==> src/rtl/evcap_pkg.sv <==
// ---------------------------------------------------------------------------
// evcap_pkg
//  Shared definitions for the 8-channel event capture stage.
//  Contents:
//   N_CH        channel count (fixed at 8, matches the downstream 8-input OR)
//   CNT_W_DEF   default width of the saturating capture counter
//   FILT_CYC    stable cycles the glitch filter needs before its output moves
//   FILT_CNT_W  width of the per-channel filter counter and the ARM extension
//   evcap_state_e  arming FSM states (ARM0, ARM1, ARM2, RUN)
//   popcount()  number of set bits in a channel vector
//  Optional feature macro: EVCAP_FILTER_EN (filter build; see evcap_filter).
// ---------------------------------------------------------------------------
package evcap_pkg;

    localparam int N_CH       = 8;
    localparam int CNT_W_DEF  = 8;
    localparam int FILT_CYC   = 4;
    localparam int FILT_CNT_W = 4;

    typedef enum logic [1:0] {
        ARM0 = 2'd0,
        ARM1 = 2'd1,
        ARM2 = 2'd2,
        RUN  = 2'd3
    } evcap_state_e;

    // Counts the ones in a channel vector; 4 bits cover 0..8.
    function automatic logic [3:0] popcount(input logic [N_CH-1:0] v);
        logic [3:0] n;
        n = '0;
        for (int i = 0; i < N_CH; i++) begin
            n = n + {3'b000, v[i]};
        end
        return n;
    endfunction

endpackage

==> src/rtl/evcap_filter.sv <==
// ---------------------------------------------------------------------------
// evcap_filter
//  One-channel glitch filter (debouncer) placed after the synchroniser.
//  The filtered level follows din_i only once din_i has differed from it for
//  FILT_CYC consecutive cycles; any cycle where they agree restarts the count.
//  Only present when EVCAP_FILTER_EN is defined.
//  Ports:
//   clk     in  1  clock, rising edge
//   rst     in  1  asynchronous active-high reset (filter state -> 0)
//   din_i   in  1  synchronised level (s2)
//   dout_o  out 1  filtered level
// ---------------------------------------------------------------------------
`ifdef EVCAP_FILTER_EN
module evcap_filter
    import evcap_pkg::*;
(
    input  logic clk,
    input  logic rst,
    input  logic din_i,
    output logic dout_o
);

    logic [FILT_CNT_W-1:0] cnt_q, cnt_d;
    logic                  filt_q, filt_d;

    // The count reaching FILT_CYC-1 means this is the FILT_CYC-th differing
    // cycle, so the output flips at the end of it.
    always_comb begin
        cnt_d  = cnt_q;
        filt_d = filt_q;
        if (din_i == filt_q) begin
            cnt_d = '0;
        end else if (cnt_q == FILT_CNT_W'(FILT_CYC - 1)) begin
            filt_d = din_i;
            cnt_d  = '0;
        end else begin
            cnt_d = cnt_q + FILT_CNT_W'(1);
        end
    end

    always_ff @(posedge clk or posedge rst) begin
        if (rst) begin
            cnt_q  <= '0;
            filt_q <= 1'b0;
        end else begin
            cnt_q  <= cnt_d;
            filt_q <= filt_d;
        end
    end

    assign dout_o = filt_q;

endmodule
`endif

==> src/rtl/event_capture8.sv <==
// ---------------------------------------------------------------------------
// event_capture8
//  8-channel wake/interrupt event capture stage feeding an 8-input OR.
//  Synchronises raw event lines, detects rising edges once armed, keeps
//  sticky pending/overflow bits and a saturating count of captured edges.
//  Optional feature macro: EVCAP_FILTER_EN adds a per-channel glitch filter
//  after the synchroniser and lengthens the arming window by FILT_CYC cycles.
//  Ports:
//   clk      in  1      clock, rising edge
//   rst      in  1      asynchronous active-high reset
//   ev_in    in  N_CH   raw asynchronous event lines
//   mask_i   in  N_CH   1 = hide channel from evt_o (capture still happens)
//   clr_vld  in  1      clear strobe
//   clr_i    in  N_CH   write-1-to-clear for pend/ovf while clr_vld=1
//   cnt_clr  in  1      synchronous clear of cap_cnt (wins over counting)
//   evt_o    out N_CH   pend & ~mask_i, to the OR stage
//   pend_o   out N_CH   sticky pending bits
//   ovf_o    out N_CH   sticky overflow bits
//   cap_cnt  out CNT_W  saturating captured-edge count
//   armed_o  out 1      FSM has reached RUN
// ---------------------------------------------------------------------------
module event_capture8
    import evcap_pkg::*;
#(
    parameter int CNT_W = CNT_W_DEF
) (
    input  logic             clk,
    input  logic             rst,
    input  logic [N_CH-1:0]  ev_in,
    input  logic [N_CH-1:0]  mask_i,
    input  logic             clr_vld,
    input  logic [N_CH-1:0]  clr_i,
    input  logic             cnt_clr,
    output logic [N_CH-1:0]  evt_o,
    output logic [N_CH-1:0]  pend_o,
    output logic [N_CH-1:0]  ovf_o,
    output logic [CNT_W-1:0] cap_cnt,
    output logic             armed_o
);

    localparam logic [CNT_W:0] CNT_MAX = {1'b0, {CNT_W{1'b1}}};

    logic [N_CH-1:0]  s1_q, s2_q;
    logic [N_CH-1:0]  lvl;
    logic [N_CH-1:0]  prev_q;
    logic [N_CH-1:0]  pend_q, pend_d;
    logic [N_CH-1:0]  ovf_q, ovf_d;
    logic [N_CH-1:0]  rise;
    logic [N_CH-1:0]  clrMask;
    logic [CNT_W-1:0] cnt_q, cnt_d;
    logic [CNT_W:0]   cntSum;
    evcap_state_e     state_q, state_d;

    // Level seen by the edge detector: raw s2, or s2 after the debouncer.
`ifdef EVCAP_FILTER_EN
    for (genvar g = 0; g < N_CH; g++) begin : g_filt
        evcap_filter u_filt (
            .clk    (clk),
            .rst    (rst),
            .din_i  (s2_q[g]),
            .dout_o (lvl[g])
        );
    end
`else
    assign lvl = s2_q;
`endif

    // Arming sequence. Lines already high when reset releases must settle
    // into prev before edges are looked at, otherwise they would read as
    // rising edges. With the filter the extra ARM2 dwell covers the time the
    // filtered level needs to catch up.
`ifdef EVCAP_FILTER_EN
    logic [FILT_CNT_W-1:0] armCnt_q, armCnt_d;

    always_ff @(posedge clk or posedge rst) begin
        if (rst) begin
            armCnt_q <= '0;
        end else begin
            armCnt_q <= armCnt_d;
        end
    end
`endif

    always_comb begin
        state_d = state_q;
`ifdef EVCAP_FILTER_EN
        armCnt_d = armCnt_q;
`endif
        case (state_q)
            ARM0: state_d = ARM1;
            ARM1: state_d = ARM2;
            ARM2: begin
`ifdef EVCAP_FILTER_EN
                if (armCnt_q == FILT_CNT_W'(FILT_CYC)) begin
                    state_d = RUN;
                end else begin
                    armCnt_d = armCnt_q + FILT_CNT_W'(1);
                end
`else
                state_d = RUN;
`endif
            end
            RUN:     state_d = RUN;
            default: state_d = ARM0;
        endcase
    end

    // Edge detect and sticky bits. A rise always sets pend even when the
    // same bit is being cleared, so no event is lost; in that case the old
    // pend is being retired, so the rise does not count as an overflow.
    always_comb begin
        clrMask = clr_vld ? clr_i : '0;
        rise    = (state_q == RUN) ? (lvl & ~prev_q) : '0;
        pend_d  = (pend_q & ~clrMask) | rise;
        ovf_d   = (ovf_q & ~clrMask) | (rise & pend_q & ~clrMask);
    end

    // Saturating counter; one extra bit on the sum catches the overshoot.
    always_comb begin
        cntSum = {1'b0, cnt_q} + (CNT_W+1)'(popcount(rise));
        if (cnt_clr) begin
            cnt_d = '0;
        end else if (cntSum > CNT_MAX) begin
            cnt_d = '1;
        end else begin
            cnt_d = cntSum[CNT_W-1:0];
        end
    end

    always_ff @(posedge clk or posedge rst) begin
        if (rst) begin
            s1_q    <= '0;
            s2_q    <= '0;
            prev_q  <= '0;
            pend_q  <= '0;
            ovf_q   <= '0;
            cnt_q   <= '0;
            state_q <= ARM0;
        end else begin
            s1_q    <= ev_in;
            s2_q    <= s1_q;
            prev_q  <= lvl;
            pend_q  <= pend_d;
            ovf_q   <= ovf_d;
            cnt_q   <= cnt_d;
            state_q <= state_d;
        end
    end

    assign evt_o   = pend_q & ~mask_i;
    assign pend_o  = pend_q;
    assign ovf_o   = ovf_q;
    assign cap_cnt = cnt_q;
    assign armed_o = (state_q == RUN);

endmodule

==> config.mk <==
export PLATFORM = sky130hd
export DESIGN_NAME = event_capture8
export DESIGN_NICKNAME = d
export VERILOG_FILES = /design/src/rtl/evcap_pkg.sv /design/src/rtl/evcap_filter.sv /design/src/rtl/event_capture8.sv
export SDC_FILE = /design/constraint.sdc
export NUM_CORES = 1
export LEC_CHECK = 0
export ABC_AREA = 1
export BUFFER_PORTS_ARGS = -buffer_cell sky130_fd_sc_hd__buf_2
export CORE_MARGIN = 8
export CORE_UTILIZATION = 50
export DETAILED_ROUTE_END_ITERATION = 8
export GPL_TIMING_DRIVEN = 1
export PLACE_DENSITY = 0.74
export SKIP_LAST_GASP = 1
export SYNTH_ARGS = -nofsm -noshare
export SYNTH_HDL_FRONTEND = slang
export SYNTH_SLANG_ARGS = --single-unit
==> constraint.sdc <==
create_clock -name clk -period 4.5 [get_ports clk]
set_input_delay 0.9 -clock clk [delete_from_list [all_inputs] [get_ports clk]]
set_output_delay 0.9 -clock clk [all_outputs]
set_load 0.01 [all_outputs]
* After elaboration in Yosys (flattened, before gate mapping)
Index checks and enable logic that the tools add are counted.
Word-level totals: bits in registers 50, RAM bits 0, ROM bits 0, input bits 28, output and inout bits 33, memories 0, logic and storage cells 37, latch bits 0
Operators by class: mux-type cells 5, div/mod/pow operators 0, shift-type cells 0, reductions and logical operators 2, equal/unequal tests 3, $mul 0, bitwise logic cells 11, order comparisons 1, add/sub/neg operators 8
Operators by type and width (number):
- $and 8x8->8 | 6
- $mux 8 | 4
- $not 8->8 | 3
- $add 4x1->4 | 4
- $or 8x8->8 | 2
- $add 8x4->9 | 1
- $gt 9x8->1 const B | 1
- $pmux 2 s3 | 1
- $add 3x1->4 | 1
- $eq 2x2->1 const B | 2
- $add 2x1->3 | 1
- $add 1x1->2 | 1
- $eq 2x1->1 const B | 1
- $logic_not 2->1 | 1
- $reduce_or 2->1 | 1

* Depth between registers and ports, before layout
Gate-level depths: netlist of run 1.
depth in word-level cells 14, gate-level depth with buffers 17, mapped depth without buffers 17

* Worst setup path before layout of run 1
OpenSTA, ideal clock, no wires.
path kind register to register, from reg state_q[0], to reg cnt_q[5] (netlist: cap_cnt[5]), arrival 3.575 ns, clock period less this slack 3.688 ns, cell stages (with the launch flop) 16, slack 0.812 ns, data required time 4.387 ns, path buffers 0, library setup time 0.113 ns, cell sequence dfrtp_1 nand2_4 nor3_4 fa_1 inv_1 fa_1 inv_1 fa_1 fa_1 fa_1 nand3_1 nand2_2 nand2_2 nand3_1 nand2_1 inv_1
On the way: word-level cells in the longest chain between the ends 13
Ends and longest elaborated chain:
- from (decl) | line event_capture8.sv:52 | evcap_state_e state_q, state_d;
- from (signal assigned) | line event_capture8.sv:146 | state_q <= state_d;
- $eq 2x2->1 (*) | line event_capture8.sv:113 | rise = (state_q == RUN) ? (lvl & ~prev_q) : '0;
- $mux 8 (*) | line event_capture8.sv:113
- $add 1x1->2 | line evcap_pkg.sv:32 | n = n + {3'b000, v[i]};
- $add 2x1->3 | line evcap_pkg.sv:32
- $add 3x1->4 | line evcap_pkg.sv:32
- $add 4x1->4 (3 in series) | line evcap_pkg.sv:32
- $add 4x1->4 (*) | line evcap_pkg.sv:32
- $add 8x4->9 (*) | line event_capture8.sv:120 | cntSum = {1'b0, cnt_q} + (CNT_W+1)'(popcount(rise));
- $gt 9x8->1 | line event_capture8.sv:123 | end else if (cntSum > CNT_MAX) begin
- $mux 8 (*) | line event_capture8.sv:123
- $mux 8 (*) | line event_capture8.sv:121 | if (cnt_clr) begin
- named net cnt_d[5] | line event_capture8.sv:50 | logic [CNT_W-1:0] cnt_q, cnt_d;
- to (signal assigned) | line event_capture8.sv:145 | cnt_q <= cnt_d;
- to (decl) | line event_capture8.sv:50
Mark *: on every way through the listed nets, which the timed path passes. The rest lies on a longest branch.

* Final worst setup path of run 1
Ends and elaborated chain as after synthesis.

==> results of run 1 <==
==> cell usage in the layout, fill, tap and decap left out <==
cell type / n
buf_2: 60
dfrtp_1: 50
nand2_1: 43
inv_1: 34
nor2_1: 15
nand3_1: 10
a21oi_1: 7
inv_2: 6
ha_1: 6
o21ai_1: 5
fa_1: 5
clkbuf_8: 5
nor3_2: 4
o21a_1: 4
nor3_4: 3
nand2_2: 3
xnor2_1: 3
nand4_1: 2
nand2_4: 1
nand3b_2: 1
nor2_2: 1
nand3_2: 1
or2_2: 1
inv_8: 1
inv_6: 1
clkinv_4: 1
==> per-layer routing <==
metal  vias up  GRT usage, %
met2        47          20.0
li1        761             -
met5         -             0
met4         0          6.43
met3         7          3.53
met1       685          15.0
==> Yosys cell counts <==
cell      number
inv_2          5
ha_1           6
nor3_2         4
dfrtp_1       50
nand3_1       10
nand2_4        1
nor2_1        15
nand2_1       43
inv_1         35
nor3_4         3
nor2_2         1
nand3_2        1
xnor2_1        3
fa_1           5
clkbuf_1       1
nand4_1        2
o21ai_1        5
nand3b_2       1
o21a_1         4
or2_2          1
nand2_2        3
a21oi_1        7
==> worst paths after layout <==
kind | slack, ns | to | cells past startpoint | startpoint
worst max-delay path | 0.65 | cap_cnt[5]$_DFF_PP0_ | 15 | state_q[0]$_DFF_PP0_
worst min-delay path | 0.36 | lvl[1]$_DFF_PP0_ | 0 | s1_q[1]$_DFF_PP0_
worst max register to register | 0.65 | cap_cnt[5]$_DFF_PP0_ | 15 | state_q[0]$_DFF_PP0_
worst min register to register | 0.36 | lvl[1]$_DFF_PP0_ | 0 | s1_q[1]$_DFF_PP0_
max in group asynchronous | 3.06 | prev_q[6]$_DFF_PP0_ | 2 | rst
min in group asynchronous | 0.81 | s1_q[4]$_DFF_PP0_ | 2 | rst
==> metrics by stage <==
| step | power, mW | setup WS, ns |
|---|---|---|
| floorplan | 0.718 | 0.812 |
| global placement | 0.804 | 0.719 |
| detailed placement | 0.816 | 0.649 |
| CTS | 1.09 | 0.632 |
| global route | 1.15 | 0.451 |
| finish | 1.07 | 0.647 |
==> cell families (layout without fill, tap and decap cells) <==
logic type	count (synthesis)	in the layout	synth area share, %
AOI/OAI and AO/OA	16	16	4.23
xor gates and xnor gates	3	3	1.23
adders and majority gates	11	11	8.23
buffers and inverters	41	108	7.23
DFF	50	50	58.8
and+or+nand+nor	85	85	20.3
==> critical path: stages (launching register included) <==
cell and delay, ns:
dfrtp_1 0.42, nand2_4 0.17, nor3_4 0.06, fa_1 0.50, inv_1 0.05, fa_1 0.53, inv_1 0.06, fa_1 0.50
fa_1 0.49, fa_1 0.44, nand3_1 0.13, nand2_2 0.08, nand2_2 0.14, nand3_1 0.09, nand2_1 0.06, inv_1 0.03
==> state kept, by name, summed over array words and instances, names as in the netlist <==
name and flops:
cap_cnt 8, lvl 8, ovf_o 8, pend_o 8
prev_q 8, s1_q 8, state_q 2
==> where the power goes <==
part	internal [mW]	leakage, nW	switching [mW]	total, mW
registers	0.493	0.598	0.0272	0.521
logic	0.121	0.807	0.158	0.279
clock network	0.116	0.0506	0.156	0.272
==> cell type report <==
cell class	count	area share [%]
sequential	50	48.4
multi-input combinational	115	28.0
timing repair buffer	60	11.6
inverter	40	5.81
clock buffer	5	2.66
tap	50	2.42
clock inverter	3	1.11
==> metrics.md, run 1 <==
| Metric | Value |
|---|---|
| Peak VDD IR | 0.212 mV |
| Worst path arrival time | 4.06 ns |
| Crit Path Max Fanout | 7 |
| CTS clk-pin slew, worst paths | 0.10 ns |
| Area leader, netlist | dfrtp_1 |
| Worst Clk Skew | 0.00966 ns |
| Synth unique cells | 22 |
| CTS tree | built |
| Syn_nets | 245 |
| Yosys warnings | 0 |
| Max Fclk | 0.260 GHz |
| Post-Place Cells | 315 |
| Chip Width | 81.3 um |
| Mapped Avg Cell Area | 10.3 um2 |
| Synth Cell Area | 0.00213 mm2 |
| First-pass GRT wire length | 6.48 mm |
| Largest net degree at the start of global routing | 51 |
| Synth top area share | 58.8% |
| Min-delay worst type | reg2reg |
| Area contributors post-synth | dfrtp_1 59%, nand2_1 7.6%, inv_1 6.2%, fa_1 4.7%, ha_1 3.5% |
| Die area | 0.00660 mm2 |
| Clock Tree Buf Depth | 2 |
| # DRC | 0 |
| Initial antenna violation count | 0 |
| Post-CTS Hold Fix Bufs | 0 |
| Drt first pass iters | 4 |
| Met1 wire length | 1.62 mm |
| Clock latency at the later pin of the worst-skew pair | 0.31 ns |
| CP Capture Type | flop |
| N_diodes | 0 |
| Layout cells sized above 1 | 32.6% |
| DR vias | 1500 |
| Fin nets | 311 |
| # fillers | 329 |
| Final Non-Filler Cells | 323 |
| Final period utilization | 85.6% |
| Post-layout util | 63.7% |
| Final instance area | 0.00259 mm2 |
| # clock sinks | 50 |
| Area of the multi-input gates | 724 um2 |
| Setup total negative slack | 0 ns |
| Global Route Usage Sum | 12.5% |
| Area growth from synthesis to layout | 21.4% |
| Final Hold Fails | 0 |
| Grt total ovfl | 0 |
| Vias in the first global route | 1487 |
| Wire per inst | 12.0 um |
| Routed wl met3 | 366 um |
| Iter 0 DRT Violations | 55 |
| Worst Tran Pin Value | 0.989 ns |
| ANT nets after route | 0 |
| Final setup violation count | 0 |
| Post-CTS Repair Setup Buffers | 0 |
| RSZ-0062 raised after global routing | false |
| Root buffer cell | clkbuf_8 |
| GPL Wtd Cong | 0.822 |
| Tmin final | 3.85 ns |
| Placed cell area | 0.00249 mm2 |
| # port buffers | 60 |
| CP required | 4.71 ns |
| Seq/Total Area, Yosys | 58.8% |
| Post-cts sizing count | 0 |
| Pleak | 1.45 nW |
| WHS | 0.356 ns |
| Initial core utilization | 52.5% |
| Register bit total from synthesis | 50 |
| Startpoint types | flop |
| H-tree level count | 2 |
| Path type of the worst setup path | reg2reg |
| Die H | 81.3 um |
| I/O pin total | 61 |
| Post-synthesis cell count | 206 |
| Max Slew Vio Count | 0 |
| Floorplan row count | 23 |
| Aggregate routed wire length | 3.87 mm |
| Core footprint | 0.00406 mm2 |
| Slew HR | 34.0% |
| HPWL Detailed | 3.15 mm |
| Uppermost layer routed | met4 |
| Max cap viols | 0 |
| PD cells | 414 mW/mm2 |
| Routed met2 length | 1.81 mm |
| Status | finished, final reports clean |
| Num CTS Buffers | 5 |
| FF/Latch Area | 0.00125 mm2 |
| Vias per cell | 4.64 |
No activity file was read; power rests on OpenSTA's default activity.
==> run 2, diff against run 1 <==
--- a/config.mk
+++ b/config.mk
@@ -7,7 +7,6 @@
 export LEC_CHECK = 0
 export ABC_AREA = 1
 export BUFFER_PORTS_ARGS = -buffer_cell sky130_fd_sc_hd__buf_2
-export CORE_MARGIN = 8
 export CORE_UTILIZATION = 50
 export DETAILED_ROUTE_END_ITERATION = 8
 export GPL_TIMING_DRIVEN = 1
==> metrics.md, run 2 (synthesis results as in run 1) <==
| Metric | Value |
|---|---|
| Status | finished, final reports clean |
| Drt first pass iters | 4 (unchanged) |
| Iter 0 DRT Violations | 33 (-40%) |
| CP Cell Sequence | nand2_4 > nor3_4 > fa_1 > inv_1 > fa_1 > inv_1 > fa_1 > fa_1 > fa_1 > nand3_1 > nand2_2 > nand2_2 > nand3_1 > nand2_1 > inv_1 |
| Most frequent cells in the layout | 60 x buf_2, 50 x dfrtp_1, 43 x nand2_1 |
| FF/Latch Area | 0.00125 mm2 (unchanged) |
| Num CTS Buffers | 5 (unchanged) |
| Peak VDD IR | 0.237 mV (+12%) |
| CP required | 4.71 ns (about the same) |
| Slew HR | 35.9% (+1.9 points) |
| Setup total negative slack | 0 ns (unchanged) |
| Final period utilization | 85.7% (about the same) |
| Worst path arrival time | 4.07 ns (about the same) |
| Crit-path most repeated cell | fa_1 |
| Top delay family on crit path | adder cells |
| Aggregate routed wire length | 3.29 mm (-15%) |
| Area growth from synthesis to layout | 21.3% (about the same) |
| Startpoint types | flop |
| PD cells | 411 mW/mm2 (-0.77%) |
| # DRC | 0 (unchanged) |
| # fillers | 327 (-0.61%) |
| Global Route Usage Sum | 16.6% (+4.1 points) |
| Crit Path Max Fanout | 7 (unchanged) |
| # clock sinks | 50 (unchanged) |
| H-tree level count | 2 (unchanged) |
| Fin nets | 311 (unchanged) |
| Initial core utilization | 52.5% (unchanged) |
| Min-delay worst type | reg2reg |
| Setup ws final | 0.645 ns (-0.00182 ns) |
| Initial antenna violation count | 0 (unchanged) |
| Max Fclk | 0.259 GHz (about the same) |
| Post-layout util | 63.7% (about the same) |
| Tmin final | 3.86 ns (+0.00182 ns) |
| Post-CTS Hold Fix Bufs | 0 (unchanged) |
| Vias per cell | 4.48 (-3.5%) |
| Post-Place Cells | 315 (unchanged) |
| Worst Tran Pin Value | 0.960 ns (-0.0294 ns) |
| Commonest non-fill, non-tap cell in the layout | buf_2 |
| R2R Path Start | state_q[0]$_DFF_PP0_ |
| Post-place setup slack | 0.647 ns (-0.00147 ns) |
| Final setup violation count | 0 (unchanged) |
| DR vias | 1448 (-3.5%) |
| Routed met2 length | 1.45 mm (-19%) |
| N_diodes | 0 (unchanged) |
| Sum of buffers and inverters on the critical path | 3 (unchanged) |
| CTS clk-pin slew, worst paths | 0.09 ns (about the same) |
| Final Hold Fails | 0 (unchanged) |
| Max Slew Vio Count | 0 (unchanged) |
| First-pass GRT wire length | 5.41 mm (-17%) |
| Floorplan row count | 23 (unchanged) |
| Largest net degree at the start of global routing | 51 (unchanged) |
| HPWL Detailed | 2.66 mm (-16%) |
| Post-cts sizing count | 0 (unchanged) |
| Clock latency at the later pin of the worst-skew pair | 0.31 ns (about the same) |
| Chip Width | 67.3 um (-17%) |
| CTS tree | built |
| Slowest CP cell | fa_1 |
| RSZ-0062 raised after global routing | false |
| Path type of the worst setup path | reg2reg |
| Grt total ovfl | 0 (unchanged) |
| Root buffer cell | clkbuf_8 |
| GPL Wtd Cong | 0.851 (+3.5%) |
| Critical path origin | state_q[0]$_DFF_PP0_ |
| Layout cells sized above 1 | 32.6% (unchanged) |
| I/O pin total | 61 (unchanged) |
| ANT nets after route | 0 (unchanged) |
| Max stage delay on crit path | 0.53 ns (about the same) |
| Placed cell area | 0.00249 mm2 (unchanged) |
| Uppermost layer routed | met4 |
| CP Capture Type | flop |
| Clock Tree Buf Depth | 2 (unchanged) |
| Post-CTS Repair Setup Buffers | 0 (unchanged) |
| Wire per inst | 10.2 um (-15%) |
| Die H | 67.3 um (-17%) |
| Area of the multi-input gates | 724 um2 (unchanged) |
| WHS | 0.354 ns (-0.00180 ns) |
| Min-Delay Startpoint | s1_q[2]$_DFF_PP0_ |
| Core footprint | 0.00406 mm2 (unchanged) |
| Final Power | 1.06 mW (-0.86%) |
| Met1 wire length | 1.55 mm (-3.8%) |
| Die area | 0.00452 mm2 (-31%) |
| Final instance area | 0.00258 mm2 (about the same) |
| Pleak | 1.45 nW (about the same) |
| # port buffers | 60 (unchanged) |
| Max cap viols | 0 (unchanged) |
| Vias in the first global route | 1292 (-13%) |
| Worst reg-to-reg setup slack | 0.64 ns (about the same) |
| Routed wl met3 | 223 um (-39%) |
| Worst Clk Skew | 0.00702 ns (-0.00264 ns) |
| Final Non-Filler Cells | 323 (unchanged) |
## run 2: cell types whose count changed in the layout (fill, tap and decap cells not counted)
cell	delta
inv_6	+2
clkinv_4	-1
inv_8	-1
## run 2: path summary, 6_finish.rpt
check,to,cells past startpoint
min in group asynchronous,s1_q[2]$_DFF_PP0_,2
worst min register to register,lvl[2]$_DFF_PP0_,0
worst max register to register,cap_cnt[5]$_DFF_PP0_,15
worst max-delay path,cap_cnt[5]$_DFF_PP0_,15
worst min-delay path,lvl[2]$_DFF_PP0_,0
max in group asynchronous,cap_cnt[3]$_DFF_PP0_,2
## run 2: power by group
part	switching (mW)	total, mW	internal (mW)
Clock	0.155	0.271	0.115
Combinational	0.153	0.273	0.120
Sequential	0.0245	0.518	0.493
## run 2: cell type report
type | instances | share of cell area [%]
clock inverters | 3 | 1.02
flip-flops and latches | 50 | 48.4
repair buffers | 60 | 11.6
clock buffers | 5 | 2.66
inverters | 40 | 5.81
multi-input cells | 115 | 28.0
well taps | 50 | 2.42
## run 2: routing by layer
metal  vias to the layer above  GRT usage [%]
met3                         6           5.41
met2                        48           25.8
met5                         -              0
met1                       634           21.4
li1                        760              -
met4                         0           7.18
